$ cat src/rtl/mult32_seq.sv
// mult32_seq: sequential shift-add multiplier, one product bit per clock.
// A WIDTH x WIDTH multiply takes WIDTH BUSY cycles, followed by a one-cycle
// done pulse. The product stays on prod_hi/prod_lo until the next result
// is written.
// Optional feature: define MULT32_SIGNED_EN for two's complement operands.
// Magnitudes are multiplied and the result is negated when the signs differ,
// so latency is the same as in the unsigned build.
module mult32_seq #(
  parameter int WIDTH = 32
) (
  input  logic             clk,
  input  logic             rst,
  input  logic             start,
  input  logic [WIDTH-1:0] a,
  input  logic [WIDTH-1:0] b,
  output logic             busy,
  output logic             done,
  output logic [WIDTH-1:0] prod_lo,
  output logic [WIDTH-1:0] prod_hi
);

  // Counter only ever has to reach WIDTH-1.
  localparam int CW = (WIDTH > 1) ? $clog2(WIDTH) : 1;

  typedef enum logic [1:0] {IDLE, BUSY, DONE} state_t;

  state_t             state, state_nxt;
  logic [WIDTH-1:0]   mcand;     // captured multiplicand
  logic [2*WIDTH-1:0] acc;       // {partial product, remaining multiplier bits}
  logic [CW-1:0]      count;     // steps already performed
  logic               accept;    // start is honoured in this cycle
  logic               last;      // this edge performs the final step
  logic [WIDTH:0]     sum;       // upper half plus optional multiplicand, with carry
  logic [2*WIDTH-1:0] acc_step;  // accumulator after one shift-add step
  logic [2*WIDTH-1:0] result;    // value written to the product outputs
  logic [WIDTH-1:0]   a_op, b_op;

`ifdef MULT32_SIGNED_EN
  logic neg;  // operand signs differ, so the final product is negated

  // Reduce the operands to magnitudes; -MIN is MIN, which is correct unsigned.
  always_comb begin
    a_op = a[WIDTH-1] ? -a : a;
    b_op = b[WIDTH-1] ? -b : b;
  end

  // Apply the sign on the final step so that latency is unchanged.
  always_comb result = neg ? -acc_step : acc_step;
`else
  // Operands are used as given.
  always_comb begin
    a_op = a;
    b_op = b;
  end

  // The unsigned product is taken straight from the accumulator.
  always_comb result = acc_step;
`endif

  // Qualify start and detect the final step.
  always_comb begin
    accept = start && (state == IDLE || state == DONE);
    last   = (state == BUSY) && (count == CW'(WIDTH - 1));
  end

  // One shift-add step: conditionally add, then shift {carry, acc} right.
  always_comb begin
    sum      = {1'b0, acc[2*WIDTH-1:WIDTH]} + (acc[0] ? {1'b0, mcand} : '0);
    acc_step = {sum, acc[WIDTH-1:1]};
  end

  // State register.
  always_ff @(posedge clk or posedge rst) begin
    if (rst) state <= IDLE;
    else     state <= state_nxt;
  end

  // Next-state and status outputs.
  always_comb begin
    state_nxt = state;
    busy      = 1'b0;
    done      = 1'b0;
    case (state)
      IDLE: begin
        if (start) state_nxt = BUSY;
      end
      BUSY: begin
        busy = 1'b1;
        if (last) state_nxt = DONE;
      end
      DONE: begin
        done      = 1'b1;
        state_nxt = start ? BUSY : IDLE;
      end
      default: state_nxt = IDLE;
    endcase
  end

  // Datapath: operand capture, stepping and product write-back.
  always_ff @(posedge clk or posedge rst) begin
    if (rst) begin
      mcand   <= '0;
      acc     <= '0;
      count   <= '0;
      prod_hi <= '0;
      prod_lo <= '0;
`ifdef MULT32_SIGNED_EN
      neg     <= 1'b0;
`endif
    end else if (accept) begin
      mcand <= a_op;
      acc   <= {{WIDTH{1'b0}}, b_op};
      count <= '0;
`ifdef MULT32_SIGNED_EN
      neg   <= a[WIDTH-1] ^ b[WIDTH-1];
`endif
    end else if (state == BUSY) begin
      acc <= acc_step;
      if (last) {prod_hi, prod_lo} <= result;
      else      count <= count + 1'b1;
    end
  end

endmodule

$ cat config.mk
export PLATFORM = sky130hd
export DESIGN_NAME = mult32_seq
export DESIGN_NICKNAME = d
export VERILOG_FILES = /design/src/rtl/mult32_seq.sv
export SDC_FILE = /design/constraint.sdc
export NUM_CORES = 1
export LEC_CHECK = 0
export ABC_AREA = 0
export BUFFER_PORTS_ARGS = -buffer_cell sky130_fd_sc_hd__clkbuf_2
export CORE_MARGIN = 1.5
export CORE_UTILIZATION = 48
export DETAILED_ROUTE_END_ITERATION = 8
export PLACE_DENSITY = 0.68
export SETUP_SLACK_MARGIN = 0.1
export SYNTH_ARGS = -nofsm -noshare
export SYNTH_HDL_FRONTEND = slang
export SYNTH_SLANG_ARGS = --single-unit
$ cat constraint.sdc
create_clock -name clk -period 7.1 [get_ports clk]
set_clock_uncertainty 0.15 [all_clocks]
set_input_delay 0.355 -clock clk [delete_from_list [all_inputs] [get_ports clk]]
set_output_delay 0.355 -clock clk [all_outputs]
set_load 0.02 [all_outputs]
=== Yosys cells after proc, flatten, opt, wreduce, memory -nomap -nowiden ===
Cells that the tools add are included.

* Word-level logic and storage cells: 35
* Register bits after elaboration: 167

* Add/sub/neg operators: 2
* Equal/unequal tests: 6
* Bitwise logic cells: 1
* Reductions and logical operators: 8
* Multiplexer cells: 12

{| class="wikitable"
|+ Operators by type and width
! kind !! number
|-
| $mux 64 || 2
|-
| $add 32x32->33 || 1
|-
| $mux 32 || 1
|-
| $mux 5 || 3
|-
| $ne 2x2->1 const B || 3
|-
| $pmux 2 s3 || 1
|-
| $add 5x1->5 const B || 1
|-
| $eq 5x5->1 const B || 1
|-
| $mux 2 || 2
|-
| $reduce_and 2->1 || 2
|-
| $mux 1 || 3
|-
| $reduce_and 3->1 || 1
|-
| $eq 2x1->1 const B || 1
|-
| $eq 2x2->1 const B || 1
|-
| $logic_and 1x1->1 || 2
|-
| $logic_not 2->1 || 1
|-
| $reduce_bool 2->1 || 1
|-
| $logic_or 1x1->1 || 1
|-
| $not 1->1 || 1
|}

=== Longest topological paths before layout ===
* Depth after elaboration: 5
* Depth in mapped cells: 11
* Mapped depth without buffers: 10

=== Worst setup path before layout ===
OpenSTA, ideal clock, no wires.

* Kind: register -> register
* Start: register acc[0]
* End: register acc[55]
* Arrival time: 2.634 ns
* Path slack: 4.167 ns
* Period minus slack after synthesis: 2.933 ns
* Stages on the path, launching flop included: 11
* Path through: dfrtp_1 and2_1 ha_1 fa_1 a21o_1 a221o_1 a21oi_1 a31oi_1 o211ai_1 mux2i_1 o311ai_0

* Longest elaborated chain between the ends: 4

{| class="wikitable"
|+ Ends and longest elaborated chain
! element !! RTL line !! RTL
|-
| from (decl) || 29 || <nowiki>logic [2*WIDTH-1:0] acc;</nowiki>
|-
| from (signal assigned) || 112 || <nowiki>acc <= {{WIDTH{1'b0}}, b_op};</nowiki>
|-
| from (signal assigned) || 118 || <nowiki>acc <= acc_step;</nowiki>
|-
| $mux 32 || 68 || <nowiki>sum = {1'b0, acc[2*WIDTH-1:WIDTH]} + (acc[0] ? {1'b0, mcand} : '0);</nowiki>
|-
| $add 32x32->33 || 68 ||
|-
| $mux 64 || 117 || <nowiki>end else if (state == BUSY) begin</nowiki>
|-
| $mux 64 || 110 || <nowiki>end else if (accept) begin</nowiki>
|}

Every way passes these cells. The select of a mux whose other input is x is not followed.
A chain may end at the register's enable or synchronous reset.

=== Worst setup path in the final report ===
Same ends and word-level chain as after synthesis.

==> run metrics <==
outcome=finished with violations; failing checks=negative hold slack; WHS=-0.03378 ns; YS warnings=0; Tmin final=3.930 ns; Worst Tran Pin Value=0.9531 ns; routed vias/inst=5.379; maxcap violations=0; Yosys cell types=66; top_reg_cell synth=dfrtp_1; Vias=7,230; mux cell area share after synthesis=2.198%; Worst IR Drop VDD=237.5 uV; Pre-antenna DRT Iters=5; clock-pin slew on the worst setup and hold paths=0.07 ns; synthesized flop and latch total=167; CP Data Required Time=7.21 ns; Leak=5.289 nW; reg2reg path depth=10; Final Power=4.916 mW; TritonCTS clock tree=built; layout cells sized above 1=17.78%; Synth area leaders=dfrtp_1 49%, nand2_1 14%, ha_1 5.0%; syn_nets=1,043; cell area after synthesis=8537 sq um; crit path from=acc[0]$_DFFE_PP0P_; Die X=136.4 um; count leader, synth=nand2_1; Post-Synth Adder-Cell Area=5.218%; buffers inserted by post-CTS timing repair=0; number of synthesized flops with an enable pin=0; CTS Sinks=167; final setup TNS=0 ns; first-pass GRT wire length=35,620 um; Root Buffer=clkbuf_16; synthesized area per cell=9.072 sq um; top-area cell type share of the netlist area=48.95%; largest net degree at the start of global routing=102; Routed Antenna Nets=0; die height=136.4 um; Async SR Flop Fraction=100.0%; Nets=1,208; Worst Setup Path Type=reg2reg; Post-CTS Resized=0; Synth Area in Compound Gates=15.18%; power density cells=471.1 nW/um^2; Tot GR Track Use=24.39%; initial core utilization=49.19%; # IOs=133; total grt overflow=0; routability cong.=0.8885; Area Growth Syn to Fin=22.23%; H-tree Lvls=4; RSZ-0062 raised after global routing=false; initial antenna violation count=0; FF/Latch Area=4179 sq um; drt total wl=21,240 um; largest family of logic cells by synthesized area=simple AND/OR/NAND/NOR gates; multi-input logic area=4064 sq um; drc violations=0; Synth top cells by count=314 x nand2_1, 167 x dfrtp_1, 45 x a21oi_1; Synth Area in XOR/XNOR=2.667%; area leader, netlist=dfrtp_1; Hold Path Class=in2async; hpwl dp=13,640 um; # rows=48; DIE AREA=18,590 sq um; Slew Limit Fails=0; Placeable Area=17,360 sq um; reg2reg setup slack=3.17 ns; crit path max fanout=33; Clock Latency Late Sink=0.43 ns; Data arrival, critical path=4.04 ns; # fillers=1,550; critical path startpoint category=flip-flop; Clock Path Buffers=2; Avg WL per Cell=15.80 um; ANT cells=0; Worst slew margin=36.46%; TritonCTS Buffers=17; vias in the first global route=7,212; CP Capture Type=flip-flop; port bufs=132; endpoints failing hold=49; fmax=254.5 MHz; RR Endpoint=acc[55]$_DFFE_PP0P_; final setup vio count=0; Post-Syn Instances=941; Post-Synth Simple-Gate Area=22.10%; critical path endpoint=acc[55]$_DFFE_PP0P_; sequential area share after synthesis=48.95%; Period Utilization, post-route=55.35%; initial drt markers=441; worst r2r src=acc[0]$_DFFE_PP0P_
==> area by class of cell <==
class / instances / share of cell area (%)
Sequential cell: 167 / 40.05
Timing Repair Buffer: 200 / 12.71
Tap cell: 225 / 2.698
Inverter: 10 / 0.4077
Multi-Input combinational cell: 710 / 38.94
Clock buffer: 20 / 4.281
Clock inverter: 12 / 0.9113
==> where the power goes <==
part / switching (mW) / total [mW] / leakage [nW] / internal, mW
sequential: 0.305 / 1.71 / 2.11 / 1.41
combinational: 1.43 / 2.34 / 2.92 / 0.913
clock: 0.397 / 0.858 / 0.255 / 0.461
total: 2.13 / 4.92 / 5.29 / 2.78
==> registers in the layout (all words and copies together), names as in the netlist <==
name	count
state	2
prod_lo	32
count	5
mcand	32
prod_hi	32
acc	64
==> layout by cell type, fill, tap and decap left out, types with 6 or more instances in the layout <==
cell type | Yosys | layout
nand2_1 | 314 | 313
dfrtp_1 | 167 | 167
clkbuf_2 | 2 | 132
dlygate4sd3_1 | 0 | 62
a21oi_1 | 45 | 45
o21ai_0 | 42 | 42
and2_1 | 35 | 35
ha_1 | 34 | 34
a22oi_1 | 32 | 32
nor2_1 | 24 | 23
xnor2_1 | 17 | 17
nand3_1 | 17 | 17
clkbuf_16 | 0 | 17
a22o_1 | 16 | 16
nand4_1 | 16 | 16
mux2_2 | 14 | 14
a21o_1 | 10 | 10
xor2_1 | 9 | 9
inv_1 | 10 | 7
nor3_1 | 7 | 7
a31oi_1 | 6 | 6
buf_4 | 0 | 6
==> layer usage <==
metal / up-vias / GRT usage, % / wire [um]
li1: 3560 / - / -
met3: 20 / 3.766 / 790
met5: - / 0 / 0
met1: 3485 / 33.70 / 10100
met2: 165 / 39.31 / 10010
met4: 0 / 8.156 / 338
==> what timing repair did <==
action | in CTS | in global routing
hold buffers | 62 | 0
endpoints found under the setup margin | 0 | 0
endpoints found under the hold margin | 62 | 0
==> worst max-delay path: stages, from the launching register on <==
cell and delay, ns:
dfrtp_1 0.73, and2_1 0.35, ha_1 0.21, fa_1 0.42, a21o_1 0.23, a221o_1 0.33, a21oi_1 0.37, a31oi_1 0.26
o211ai_1 0.35, mux2i_1 0.21, o311ai_0 0.14
==> worst min path at each step <==
stage	from	endpoint	slack, ns	depth (start not counted)
finish	rst	prod_lo[17]$_DFFE_PP0P_	-0.03	2
global route	b[11]	acc[11]$_DFFE_PP0P_	0.01	3
CTS	rst	prod_lo[13]$_DFFE_PP0P_	0.006	2
detailed placement	mcand[1]$_DFFE_PP0P_	mcand[1]$_DFFE_PP0P_	0.31	2
global placement	prod_lo[23]$_DFFE_PP0P_	prod_lo[23]$_DFFE_PP0P_	0.31	2
floorplan	mcand[0]$_DFFE_PP0P_	mcand[0]$_DFFE_PP0P_	0.29	2
==> kinds of logic (layout without fill, tap and decap cells) <==
kind of cell    after synthesis  count (layout)
xor+xnor                     26              26
compound gates              194             194
fa+ha+maj                    35              35
buf+inv                      64             242
simple gates                438             438
flops                       167             167
mux                          17              17
==> metrics by stage <==
| step | cell area [sq um] | util (%) | worst slack, ns | hold slack (ns) | std cells |
|---|---|---|---|---|---|
| 5_1_grt | 10440 | 60.12 | 2.889 | 0.01319 | 1344 |
| 3_3_place_gp | 9273 | 53.42 | 3.357 | 0.3070 | 1250 |
| 2_1_floorplan | 8537 | - | 2.077 | 0.2874 | 941 |
| 4_1_cts | 10440 | 60.12 | 3.163 | 0.005745 | 1344 |
| 6_report | 10440 | 60.12 | 3.170 | -0.03378 | 1344 |
| 3_5_place_dp | 9273 | 53.42 | 3.190 | 0.3071 | 1250 |
Note: power is estimated with default switching activity, not from simulation.
